[src/rtl/regfile_pkg.sv]
// Shared definitions for the register file: clear-sweep FSM encoding and
// default geometry.
package regfile_pkg;

    typedef enum logic {
        IDLE  = 1'b0,
        SWEEP = 1'b1
    } state_t;

    localparam int DEFAULT_DATA_W = 8;
    localparam int DEFAULT_ADDR_W = 2;

endpackage

[src/rtl/regfile_clear_fsm.sv]
// Clear-sweep controller: walks every entry index once after a clear request,
// strobing the storage array to zero that entry each cycle.
module regfile_clear_fsm
    import regfile_pkg::*;
#(
    parameter int ADDR_W = DEFAULT_ADDR_W
) (
    input  logic              clk,
    input  logic              reset,
    input  logic              clear_req,
    output logic              clear_busy,
    output logic              sweep_we,
    output logic [ADDR_W-1:0] sweep_idx,
    output state_t            state
);

    localparam int DEPTH = 1 << ADDR_W;
    // One extra bit lets the counter reach DEPTH, marking completion without wrapping.
    localparam logic [ADDR_W:0] IDX_END = (ADDR_W + 1)'(DEPTH);

    state_t            state_q, state_d;
    logic [ADDR_W:0]   idx_q, idx_d;

    always_ff @(posedge clk) begin
        if (!reset) begin
            state_q <= IDLE;
            idx_q   <= '0;
        end else begin
            state_q <= state_d;
            idx_q   <= idx_d;
        end
    end

    always_comb begin
        state_d  = state_q;
        idx_d    = idx_q;
        sweep_we = 1'b0;
        case (state_q)
            IDLE: begin
                if (clear_req) begin
                    state_d = SWEEP;
                    idx_d   = '0;
                end
            end
            SWEEP: begin
                sweep_we = 1'b1;
                idx_d    = idx_q + 1'b1;
                if (idx_d == IDX_END) begin
                    state_d = IDLE;
                end
            end
            default: begin
                state_d = IDLE;
            end
        endcase
    end

    assign clear_busy = (state_q == SWEEP);
    assign sweep_idx  = idx_q[ADDR_W-1:0];
    assign state      = state_q;

endmodule

[src/rtl/register_file.sv]
// Two-read/one-write register file with per-entry busy scoreboard and a
// hardware clear sweep. Optional write-to-read bypass: REGISTER_FILE_BYPASS_EN.
module register_file
    import regfile_pkg::*;
#(
    parameter int DATA_W = DEFAULT_DATA_W,
    parameter int ADDR_W = DEFAULT_ADDR_W
) (
    input  logic              clk,
    input  logic              reset,
    input  logic [ADDR_W-1:0] ra_addr,
    input  logic [ADDR_W-1:0] rb_addr,
    input  logic              rd_en,
    output logic [DATA_W-1:0] reg_a,
    output logic [DATA_W-1:0] reg_b,
    output logic              busy_a,
    output logic              busy_b,
    input  logic              wr_en,
    input  logic [ADDR_W-1:0] wr_addr,
    input  logic [DATA_W-1:0] wr_data,
    input  logic              claim_en,
    input  logic [ADDR_W-1:0] claim_addr,
    input  logic              clear_req,
    output logic              clear_busy
);

    localparam int DEPTH = 1 << ADDR_W;

    logic [DATA_W-1:0] mem [DEPTH];
    logic [DEPTH-1:0]  busy;

    logic              sweep_we;
    logic [ADDR_W-1:0] sweep_idx;
    state_t            fsm_state;

    logic [DATA_W-1:0] rd_a_data, rd_b_data;
    logic              rd_a_busy, rd_b_busy;

    regfile_clear_fsm #(
        .ADDR_W (ADDR_W)
    ) u_clear_fsm (
        .clk        (clk),
        .reset      (reset),
        .clear_req  (clear_req),
        .clear_busy (clear_busy),
        .sweep_we   (sweep_we),
        .sweep_idx  (sweep_idx),
        .state      (fsm_state)
    );

    always_comb begin
        rd_a_data = mem[ra_addr];
        rd_b_data = mem[rb_addr];
        rd_a_busy = busy[ra_addr];
        rd_b_busy = busy[rb_addr];
`ifdef REGISTER_FILE_BYPASS_EN
        // Forward the in-flight write; busy reflects a coinciding claim to the same entry.
        if (wr_en && (ra_addr == wr_addr)) begin
            rd_a_data = wr_data;
            rd_a_busy = claim_en && (claim_addr == wr_addr);
        end
        if (wr_en && (rb_addr == wr_addr)) begin
            rd_b_data = wr_data;
            rd_b_busy = claim_en && (claim_addr == wr_addr);
        end
`endif
    end

    always_ff @(posedge clk) begin
        if (!reset) begin
            for (int i = 0; i < DEPTH; i++) begin
                mem[i] <= '0;
            end
            busy   <= '0;
            reg_a  <= '0;
            reg_b  <= '0;
            busy_a <= 1'b0;
            busy_b <= 1'b0;
        end else if (sweep_we) begin
            mem[sweep_idx]  <= '0;
            busy[sweep_idx] <= 1'b0;
        end else begin
            if (rd_en) begin
                reg_a  <= rd_a_data;
                reg_b  <= rd_b_data;
                busy_a <= rd_a_busy;
                busy_b <= rd_b_busy;
            end
            if (wr_en) begin
                mem[wr_addr]  <= wr_data;
                busy[wr_addr] <= 1'b0;
            end
            // Placed after the write so a same-entry claim leaves the entry busy.
            if (claim_en) begin
                busy[claim_addr] <= 1'b1;
            end
        end
    end

endmodule
[config.mk]
export PLATFORM = sky130hd
export DESIGN_NAME = register_file
export DESIGN_NICKNAME = d
export VERILOG_FILES = /design/src/rtl/regfile_pkg.sv /design/src/rtl/regfile_clear_fsm.sv /design/src/rtl/register_file.sv
export SDC_FILE = /design/constraint.sdc
export NUM_CORES = 1
export LEC_CHECK = 0
export ABC_AREA = 1
export CORE_MARGIN = 2
export CORE_UTILIZATION = 40
export CTS_CLUSTER_DIAMETER = 60
export CTS_CLUSTER_SIZE = 10
export DETAILED_ROUTE_END_ITERATION = 16
export GPL_ROUTABILITY_DRIVEN = 0
export GPL_TIMING_DRIVEN = 0
export REMOVE_ABC_BUFFERS = 1
export SETUP_SLACK_MARGIN = 0.2
export SYNTH_ARGS = -nofsm -noshare
export SYNTH_HDL_FRONTEND = slang
export SYNTH_HIERARCHICAL = 1
export SYNTH_SLANG_ARGS = --single-unit
[constraint.sdc]
create_clock -name clk -period 2.24 [get_ports clk]
set_input_delay 0.336 -clock clk [delete_from_list [all_inputs] [get_ports clk]]
set_output_delay 0.336 -clock clk [all_outputs]
set_load 0.01 [all_outputs]
After elaboration in Yosys (flattened, before gate mapping) --
Memory sizes are Yosys's and may differ from the RTL's. A register that Yosys moved wholly into a read port is not among the register bits. Cells that the tools add are included.
Cells by class: add/subtract/negate cells 1, magnitude comparators 8, equality and inequality tests 2, muxes and demuxes 35, bitwise logic cells 7, reduce and logical (&&, ||, !) cells 8
Operators with widths (number):
- 2-to-1 mux 4 bit | 5
- 2-to-1 mux 1 bit | 18
- 2-to-1 mux 8 bit | 2
- OR reduction 8 bit | 2
- less-than comparator 2 x 3 -> 1 bit (second input constant) | 5
- bitwise AND 4 bit | 2
- NOT 4 bit | 2
- demux 1 bit (select 2 bit) | 3
- greater-or-equal comparator 2 x 1 -> 1 bit (second input constant) | 3
- one-hot mux 3 bit (2 select lines) | 1
- binary-select mux 1 bit (select 2 bit) | 2
- 2-to-1 mux 2 bit | 2
- OR 4 bit | 1
- adder 3 x 1 -> 3 bit (second input constant) | 1
- == test 3 bit (second input constant) | 1
- logical AND 1 bit | 3
- 2-to-1 mux 3 bit | 1
- logical NOT 1 bit | 2
- != test 2 bit (second input constant) | 1
- NOT 1 bit | 2
- one-hot mux 1 bit (2 select lines) | 1
- AND reduction 2 bit | 1
Word-level totals: flip-flop bits (word level) 10, bits in writable memories 32, bits of input ports 22, output and inout bits 19, logic and storage cells 67, memories 1
Memories:
- mem | words 4, width 8, rd ports 2, clocked after memory_dff 2, wr ports 4, line register_file.sv:29 | logic [DATA_W-1:0] mem [DEPTH];

Logic depth before layout (Yosys ltp) --
Gate-level depths: netlist (run 1).
depth in word-level cells 12, gate-level depth with buffers 8

Cells and area by module --
Netlist (run 1), hierarchy kept.
Modules (own cells, without submodules):
- register_file | instances 1, cells an instance 408, area an instance 2915.3 sq um
- regfile_clear_fsm | instances 1, cells an instance 26, area an instance 203.9 sq um

Worst setup path before layout (run 1) --
OpenSTA, ideal clock, no wires.
kind reg-to-reg, start register u_clear_fsm.state_q (netlist: u_clear_fsm/clear_busy), end memory mem[0][0] (netlist name) (enable), library setup time 0.329 ns, arrival 1.414 ns, slack 0.498 ns, stages on the path, launching flop included 7, path buffers 2, period minus slack after synthesis 1.742 ns, cells stage by stage dfxtp_1 -> buf_4 -> buf_2 -> nand3_1 -> nand2_2 -> nand2_4 -> nand2_1
RTL lines:
- from (decl) | line regfile_clear_fsm.sv:21 | state_t state_q, state_d;
- from (signal assigned) | line regfile_clear_fsm.sv:29 | state_q <= state_d;
- to (decl) | line register_file.sv:29

Final worst setup path (run 1) --
start register u_clear_fsm.state_q (netlist: u_clear_fsm/clear_busy), end output clear_busy
RTL lines:
- to (decl) | line register_file.sv:24 | output logic clear_busy
No word-level cell between the ends.

==> key figures, run 1 <==
Routing
  – Vias post-DR: between 2000 and 3000
  – Vias/cell: between 4 and 5
  – Antenna-violating nets left: 0
  – DR DRC count: 0
  – Wire per inst: 12.06 µm
  – WL final: a little under 7 mm
  – DR pass1 iterations: 4
  – DR iter-0 viols: about 200

Setup path
  – Crit path max fanout: 13
  – Critical path launch point type: flip-flop
  – Crit path required time: 1900 ps
  – Max stage delay on crit path: 600 ps
  – Critical path class: reg -> out
  – CP top delay family: buffers and inverters
  – CP cell instances: clkdlybuf4s50_1
  – CP max-delay cell: clkdlybuf4s50_1
  – CP Buf/Inv Count: 1
  – Arrival @ worst endpoint: 1470 ps
  – Crit path capture type: output pin

Layout
  – Syn-to-layout area delta: 19.90%
  – N_diodes: 0
  – Layout cell share with drive strength beyond 1: under 10%
  – Final net count: between 400 and 500
  – Fill cell count: 780
  – Fin area: approximately 3700 µm²

Floorplanning
  – Row cnt: 32
  – Chip Width: approximately 90 µm
  – Starting Density: between 40% and 50%
  – Die ar.: approximately 8500 µm²
  – Core outline area: around 7600 µm²
  – I/O pins: between 40 and 50
  – Die height: slightly above 90 µm

Pwr
  – Worst VDD drop: 306.9 µV
  – PwrDens: between 600 and 700 nW/µm²
  – Sequential power share: between 40% and 50%
  – Comb pwr share: roughly 17%
  – Switch share: between 20 and 30%
  – Pleak: 1.854 nW
  – Int Pwr: ~1.8 mW
  – Sw Pwr: 0.7007 mW
  – Clk pwr share: between 30% and 40%

STA
  – Unrepaired setup endpoints after global routing: false
  – Final worst setup slack: around 440 ps
  – Clock skew: approximately 5.9 ps
  – Final Hold Viols: 0
  – Final slew viol count: 0
  – Setup violations, final: 0
  – Normalized max-slew margin: between 40% and 50%
  – Worst Max-Slew Pin Slew: about 800 ps
  – Final Cycle Share: about 80%
  – Max frequency: 555.2 MHz
  – Fin crit period: between 1500 and 2000 ps

GRT
  – Initial antenna violation count: 0
  – GR Overflow Total: 0
  – Largest net degree at the start of global routing: 37
  – First-pass GRT wire length: about 12 mm
  – All-Layer GR Usage: between 15 and 20%
  – Vias in the first global route: 2601

Logic synthesis
  – Count of warnings emitted by yosys: 6
  – Mean Syn Cell Area: ~7.2 µm²
  – Cells after synthesis: roughly 430
  – Cell Area, Synth: 3112 µm²

CTS
  – Clk slew on worst S/H paths: 60 ps
  – Clk sinks: 58
  – CTS root buf: clkbuf_8
  – CTS tree: built
  – CTS Buf Count: 9
  – Setup repair bufs after CTS: 0
  – Htree depth: 3
  – Clock Tree Buf Depth: 2
  – Clock latency on the worst-skew pair: between 300 and 400 ps
  – Hold-fix buffers, CTS: 0

Flow run
  – Max Cap Violations: 0

Place
  – Placement Cell Area: between 3000 and 4000 µm²
  – DP Worst Slack: -344.8 ps
  – Post-DP HPWL: 4.872 mm
  – Port-buffer cells: 40

Outcome
  – Outcome: complete, no violations

Worst hold path
  – Hold Path Class: reg -> reg
[power groups by stage]
stage	Sequential, mW	Combinational, mW	Clock, mW
finish	1.25	0.426	0.865
global route	1.25	0.487	0.938
CTS	1.25	0.432	0.884
detailed placement	1.27	0.427	0
global placement	1.27	0.419	0
floorplan	1.27	0.238	0
[routing by layer]
layer  GRT usage [%]  vias to the layer above  wire, µm
met3           2.794                       16       325
met4           9.328                        0       157
met1           23.10                     1166      3319
met5               0                        -         0
met2           28.37                       74      3118
li1                -                     1393         -
[final timing paths]
| kind | depth (start not counted) | start | slack [ps] | end |
|---|---|---|---|---|
| worst max-delay path | 1 | u_clear_fsm/clear_busy | 440 | clear_busy |
| worst max register to register | 4 | u_clear_fsm/clear_busy | 700 | mem[0][0] |
| worst min register to register | 2 | u_clear_fsm/idx_q[2] | 460 | u_clear_fsm/idx_q[2] |
| worst min-delay path | 2 | u_clear_fsm/idx_q[2] | 460 | u_clear_fsm/idx_q[2] |
[layout make-up]
cell class | count | area, µm² | share of cell area, %
sequential | 58 | 1483 | 39.74
clock inverter | 3 | 15.01 | 0.4024
tap | 102 | 127.6 | 3.421
timing repair buffer | 40 | 407.9 | 10.93
multi-input combinational | 275 | 1222 | 32.76
clock buffer | 13 | 158.9 | 4.259
inverter | 83 | 316.6 | 8.484
[state kept, by name (all words and copies together) (netlist names)]
signal and flops:
busy 4, busy_a 1, busy_b 1, mem 32, reg_a 8, reg_b 8
u_clear_fsm/clear_busy 1, u_clear_fsm/idx_q 3
[layout by cell type (no fill, tap or decap)]
cell               n
nor2_4             1
nand3_2            2
clkinv_1           2
clkdlybuf4s50_1   37
nor2_2             1
clkinv_2           5
a21oi_2            1
dfxtp_1           25
nand2_1          122
nand3_1           66
a21oi_1            3
inv_1             78
nor2_8             1
o21ai_0            6
edfxtp_1          32
dfxtp_2            1
nand2_4            2
inv_4              1
nand2_2            3
dlymetal6s2s_1     3
nor2_1            62
clkbuf_8          11
clkbuf_1           2
o211ai_1           2
ha_1               2
o21ai_2            1
[timing repair]
action                                 4_1_cts  5_1_grt
endpoints found under the hold margin        0        0
gates resized for setup                      5        3
setup endpoints to repair                   35       18
[metrics by stage]
stage / hold slack (ps) / util [%] / setup TNS, ps / power, mW / instances
2_1_floorplan: 428.3 / - / 0 / 1.511 / 416
3_3_place_gp: 452.4 / 46.29 / -8419 / 1.688 / 558
3_5_place_dp: 450.8 / 46.29 / -8986 / 1.697 / 558
4_1_cts: 461.7 / 48.69 / 0 / 2.563 / 574
5_1_grt: 481.4 / 48.79 / 0 / 2.679 / 574
6_report: 458.4 / 48.79 / 0 / 2.537 / 574
Note: power is estimated with default switching activity, not from simulation.
==> run 2: changes to the inputs <==
- clock period: 2.24 -> 1.65 ns (I/O delays scaled with it)
==> run 2 against run 1 <==
Compared with the run above: die area is the same; final area grew 5.0%; sequential power grew 34%; first-iteration DRC count shrank 5.6%; largest cell class unchanged.
==> key figures, run 2 (synthesis results as in run 1) <==
STA
  – Final Cycle Share: approximately 85%
  – Normalized max-slew margin: 64.30% (was 46.65%)
  – Worst Max-Slew Pin Slew: 535.6 ps (was 798.3 ps)
  – Unrepaired setup endpoints after global routing: true (was false)
  – Final Hold Viols: 0 (unchanged)
  – Final slew viol count: 0 (unchanged)
  – Clock skew: 9.398 ps (was 5.938 ps)
  – Fin crit period: around 1400 ps
  – Setup violations, final: 0 (unchanged)
  – Max frequency: approximately 710 MHz
  – Final worst setup slack: 250.1 ps (was 439.0 ps)
  – Hold_ws: 306.5 ps (was 458.4 ps)

GRT
  – Initial antenna violation count: 0 (unchanged)
  – Vias in the first global route: 2657 (was 2601)
  – All-Layer GR Usage: 18.41% (was 17.72%)
  – Largest net degree at the start of global routing: 20 (was 37)
  – GR Overflow Total: 0 (unchanged)
  – First-pass GRT wire length: 12.28 mm (was 11.89 mm)

Routing
  – WL final: 7.274 mm (was 6.921 mm)
  – DR iter-0 viols: 187 (was 198)
  – Vias/cell: 4.660 (was 4.615)
  – DR pass1 iterations: 5 (was 4)
  – DR DRC count: 0 (unchanged)
  – Wire per inst: 12.41 µm (was 12.06 µm)
  – Antenna-violating nets left: 0 (unchanged)
  – Vias post-DR: 2731 (was 2649)

Place
  – Placement Cell Area: 3540 µm² (unchanged)
  – Post-DP HPWL: 4.872 mm (unchanged)
  – DP Worst Slack: -846.3 ps (was -344.8 ps)
  – Port-buffer cells: 40 (unchanged)

Pwr
  – Pleak: 2.085 nW (was 1.854 nW)
  – Total power: 3.492 mW (was 2.537 mW)
  – Worst VDD drop: 434.0 µV (was 306.9 µV)
  – PwrDens: 891.1 nW/µm² (was 679.8 nW/µm²)

Outcome
  – Outcome: complete, no violations (unchanged)

CTS
  – CTS root buf: clkbuf_8 (unchanged)
  – Hold-fix buffers, CTS: 0 (unchanged)
  – CTS Buf Count: 9 (unchanged)
  – Clock latency on the worst-skew pair: 330 ps (about the same)
  – CTS tree: built (unchanged)
  – Clk sinks: 58 (unchanged)
  – Clock Tree Buf Depth: 2 (unchanged)
  – Htree depth: 3 (unchanged)
  – Clk slew on worst S/H paths: 60 ps (about the same)

Layout
  – Biggest regs: mem x32, reg_a x8, reg_b x8 (unchanged)
  – Syn-to-layout area delta: 25.93% (was 19.90%)
  – N_diodes: 0 (unchanged)
  – Fin area: 3919 µm² (was 3731 µm²)
  – Max reg flops: 32 (unchanged)
  – Most frequent cells in the layout: nand2_1 (116), inv_1 (75), nand3_1 (66) (was nand2_1 (122), inv_1 (78), nand3_1 (66))
  – Fill cell count: 761 (was 780)
  – Final net count: 503 (was 491)
  – Most common cell after layout, fill and taps aside: nand2_1 (unchanged)
  – Layout cell share with drive strength beyond 1: 11.78% (was 6.356%)
  – Top reg by flops: mem (unchanged)

Setup path
  – Max stage delay on crit path: 370 ps (was 600 ps)
  – CP cell instances: buf_12 > inv_1 > nand3_4 > o21ai_4 > nand2_4 > nand2_8 (was clkdlybuf4s50_1)
  – Crit path capture type: flip-flop (was output pin)
  – Critical path class: reg -> reg (was reg -> out)
  – CP Buf/Inv Count: 2 (was 1)
  – Worst Setup SP: u_clear_fsm/clear_busy (unchanged)
  – CP max-delay cell: dfxtp_4 (was clkdlybuf4s50_1)
  – Crit path required time: 1680 ps (was 1900 ps)
  – Worst r2r src: u_clear_fsm/clear_busy (unchanged)
  – CP top delay family: flip-flops (was buffers and inverters)
  – Critical path launch point type: flip-flop (unchanged)
  – Crit path max fanout: 8 (was 13)
  – Arrival @ worst endpoint: 1430 ps (was 1470 ps)

Floorplanning
  – I/O pins: 41 (unchanged)
  – Die ar.: 8501 µm² (unchanged)
  – Row cnt: 32 (unchanged)
  – Chip Width: 92.20 µm (unchanged)
  – Core outline area: 7647 µm² (unchanged)
  – Die height: 92.20 µm (unchanged)
  – Starting Density: 40.69% (unchanged)

Worst hold path
  – Hold Path Class: in -> reg (was reg -> reg)
  – Hold_sp: reset (was u_clear_fsm/idx_q[2])

Flow run
  – Max Cap Violations: 0 (unchanged)
run 2: changes by cell type in the layout (fill, tap and decap cells not counted), moves of 3 or more:
cell / delta
nand2_1: -6
buf_4: +9
dlymetal6s2s_1: +8
clkdlybuf4s50_1: -23
dlygate4sd2_1: +12
inv_1: -3
nand2_2: +5
run 2: through the flow:
step                      util (%)  cells  TNS [ps]
after CTS                    49.89    581         0
after global placement       46.29    558    -38990
final                        51.24    586         0
after detailed placement     46.29    558    -40580
after global routing         51.24    586         0
after floorplan                  -    416    -292.5
run 2: timing repair:
item | 4_1_cts | 5_1_grt
buffers inserted | 6 | 5
gates resized for setup | 34 | 24
cloned | 1 | 0
pin swaps | 4 | 2
setup endpoints to repair | 92 | 74
run 2: layer usage:
metal  vias to the layer above  routed length [µm]  track usage, %
met5                         -                   0               0
met4                         0                 130           9.328
met2                        72                3320           29.66
met1                      1225                3480           24.00
met3                        13                 343           2.876
li1                       1421                   -               -
run 2: final timing paths:
| check | depth (start not counted) | endpoint | slack, ps |
|---|---|---|---|
| min reg2reg | 2 | u_clear_fsm/idx_q[2] | 460 |
| max reg2reg | 6 | mem[0][0] | 250 |
| max | 6 | mem[0][0] | 250 |
| min | 3 | u_clear_fsm/clear_busy | 310 |
run 2: worst min-delay path: stages:
cell and delay [ps]:
buf_2 190, o21ai_0 110, a21oi_1 40
run 2: report_power, final:
| group | internal, mW | switching [mW] |
|---|---|---|
| Sequential | 1.64 | 0.0443 |
| Combinational | 0.252 | 0.382 |
| Clock | 0.621 | 0.555 |
| Total | 2.51 | 0.981 |
run 2: area by class of cell:
class	count	area [µm²]	share of cell area [%]
clock inverter	3	15.01	0.3831
tap	102	127.6	3.257
clock buffer	13	158.9	4.055
multi-input combinational	276	1287	32.85
timing repair buffer	51	518.0	13.22
sequential	58	1485	37.90
inverter	83	326.6	8.333
==> run 3: changes to the inputs <==
- clock period: 1.65 -> 1.41 ns (I/O delays scaled with it)
==> run 3 against run 2 <==
Compared with the run above: sequential share of layout area down 4.8 points; non-clock buffer count up 20; final area up 15%; maximum frequency up 3.0%; largest cell class is now multi-input gates; final cell count up 3.4%; combinational power up 52%; clock skew down 0.99 ps; routed wire length up 16%; global-route usage up 1.8 points.
==> key figures, run 3 (synthesis results as in run 1) <==
Setup path
  – Crit path required time: 1490 ps (was 1680 ps)
  – Crit path capture type: flip-flop (unchanged)
  – Arrival @ worst endpoint: 1440 ps (was 1430 ps)
  – R2r setup slk: 50 ps (was 250 ps)
  – Critical path launch point type: flip-flop (unchanged)
  – Crit path max fanout: 8 (unchanged)
  – Critical path class: reg -> reg (unchanged)

STA
  – Final Hold Viols: 0 (unchanged)
  – Normalized max-slew margin: 63.71% (was 64.30%)
  – Max frequency: 735.5 MHz (was 714.3 MHz)
  – Hold_ws: 244.1 ps (was 306.5 ps)
  – Final Cycle Share: 96.43% (was 84.84%)
  – Setup violations, final: 0 (unchanged)
  – Fin crit period: 1360 ps (was 1400 ps)
  – Final slew viol count: 0 (unchanged)
  – Clock skew: 8.408 ps (was 9.398 ps)
  – Worst Max-Slew Pin Slew: 544.3 ps (was 535.6 ps)
  – Unrepaired setup endpoints after global routing: true (unchanged)

CTS
  – Clock latency on the worst-skew pair: 330 ps (about the same)
  – CTS root buf: clkbuf_8 (unchanged)
  – Clk sinks: 58 (unchanged)
  – Htree depth: 3 (unchanged)
  – Hold-fix buffers, CTS: 0 (unchanged)
  – CTS tree: built (unchanged)
  – Clock Tree Buf Depth: 2 (unchanged)
  – Clk slew on worst S/H paths: 70 ps (was 60 ps)
  – CTS Buf Count: 9 (unchanged)

Layout
  – Final net count: 523 (was 503)
  – Layout cell share with drive strength beyond 1: 29.56% (was 11.78%)
  – Fin area: 4491 µm² (was 3919 µm²)
  – N_diodes: 0 (unchanged)
  – Max reg flops: 32 (unchanged)
  – Biggest regs: mem x32, reg_a x8, reg_b x8 (unchanged)
  – Most frequent cells in the layout: nand2_1 (105), inv_1 (65), nand3_1 (63) (was nand2_1 (116), inv_1 (75), nand3_1 (66))
  – Fill cell count: 683 (was 761)
  – Syn-to-layout area delta: 44.31% (was 25.93%)
  – Final core occ: 58.72% (was 51.24%)
  – Top reg by flops: mem (unchanged)
  – Most common cell after layout, fill and taps aside: nand2_1 (unchanged)

Flow run
  – Max Cap Violations: 0 (unchanged)

Worst hold path
  – Hold Path Class: in -> reg (unchanged)

Pwr
  – Worst VDD drop: 512.0 µV (was 434.0 µV)
  – PwrDens: 965.1 nW/µm² (was 891.1 nW/µm²)
  – Pleak: 2.151 nW (was 2.085 nW)

Routing
  – WL final: 8.459 mm (was 7.274 mm)
  – Vias post-DR: 2907 (was 2731)
  – DR DRC count: 0 (unchanged)
  – Antenna-violating nets left: 0 (unchanged)
  – DR pass1 iterations: 4 (was 5)
  – Wire per inst: 13.96 µm (was 12.41 µm)
  – Vias/cell: 4.797 (was 4.660)
  – DR iter-0 viols: 228 (was 187)

Floorplanning
  – Die ar.: 8501 µm² (unchanged)
  – Row cnt: 32 (unchanged)
  – Core outline area: 7647 µm² (unchanged)
  – Chip Width: 92.20 µm (unchanged)
  – Die height: 92.20 µm (unchanged)
  – Starting Density: 40.69% (unchanged)
  – I/O pins: 41 (unchanged)

Place
  – Post-DP HPWL: 4.872 mm (unchanged)
  – Port-buffer cells: 40 (unchanged)
  – Placement Cell Area: 3540 µm² (unchanged)

GRT
  – Initial antenna violation count: 0 (unchanged)
  – Vias in the first global route: 2895 (was 2657)
  – GR Overflow Total: 0 (unchanged)
  – All-Layer GR Usage: 20.22% (was 18.41%)
  – First-pass GRT wire length: 13.51 mm (was 12.28 mm)
  – Largest net degree at the start of global routing: 20 (unchanged)

Outcome
  – Outcome: complete, no violations (unchanged)
-- run 3: cell count changes in the layout (fill, tap and decap cells not counted), moves of 11 or more --
cell / previous run / this run
dlymetal6s2s_1: 11 / 0
buf_6: 0 / 18
nor2_4: 2 / 18
nor2_2: 2 / 26
nor2_1: 61 / 21
dlygate4sd2_1: 12 / 23
nand2_1: 116 / 105
-- run 3: final timing paths --
kind                   startpoint                     end  cells past startpoint
max          u_clear_fsm/idx_q[0]               mem[1][1]                      6
min                         reset  u_clear_fsm/clear_busy                      3
max reg2reg  u_clear_fsm/idx_q[0]               mem[1][1]                      6
min reg2reg               busy[1]                 busy[1]                      2
-- run 3: layout make-up --
cell class / count / area, µm² / area share (%)
Multi-Input combinational cell: 276 / 1649 / 36.72
Clock buffer: 13 / 158.9 / 3.539
Sequential cell: 58 / 1488 / 33.13
Clock inverter: 3 / 15.01 / 0.3344
Tap cell: 102 / 127.6 / 2.842
Timing Repair Buffer: 71 / 719.4 / 16.02
Inverter: 83 / 332.8 / 7.412
-- run 3: through the flow --
stage	std cells	TNS (ps)	power, mW	setup slack, ps
floorplan	416	-5165	2.401	-276.6
finish	606	0	4.334	50.29
CTS	602	0	4.214	101.3
global route	606	0	4.554	15.16
detailed placement	558	-58080	2.696	-1050
global placement	558	-56480	2.682	-1032
-- run 3: repair_timing --
item | CTS | global route
endpoints found under the setup margin | 103 | 89
buffers inserted | 27 | 3
cloned | 1 | 1
resized for setup | 111 | 84
pin swaps | 28 | 30
-- run 3: routing by layer --
metal | GRT usage, % | up-vias | wire (µm)
met3 | 3.205 | 23 | 347
met5 | 0 | - | 0
met1 | 25.86 | 1328 | 3751
met2 | 31.92 | 90 | 4106
li1 | - | 1466 | -
met4 | 12.69 | 0 | 254
-- run 3: worst max-delay path, stage by stage, from the launching register on --
cell and delay [ps]:
dfxtp_2 350, inv_1 210, nand3_4 130, nand2_1 130, nand2_2 80, nand2_4 140, nor2_1 60
-- run 3: report_power, final --
group / internal, mW / total, mW / switching (mW)
registers: 1.92 / 1.99 / 0.0743
clock network: 0.727 / 1.38 / 0.650
logic: 0.404 / 0.963 / 0.559
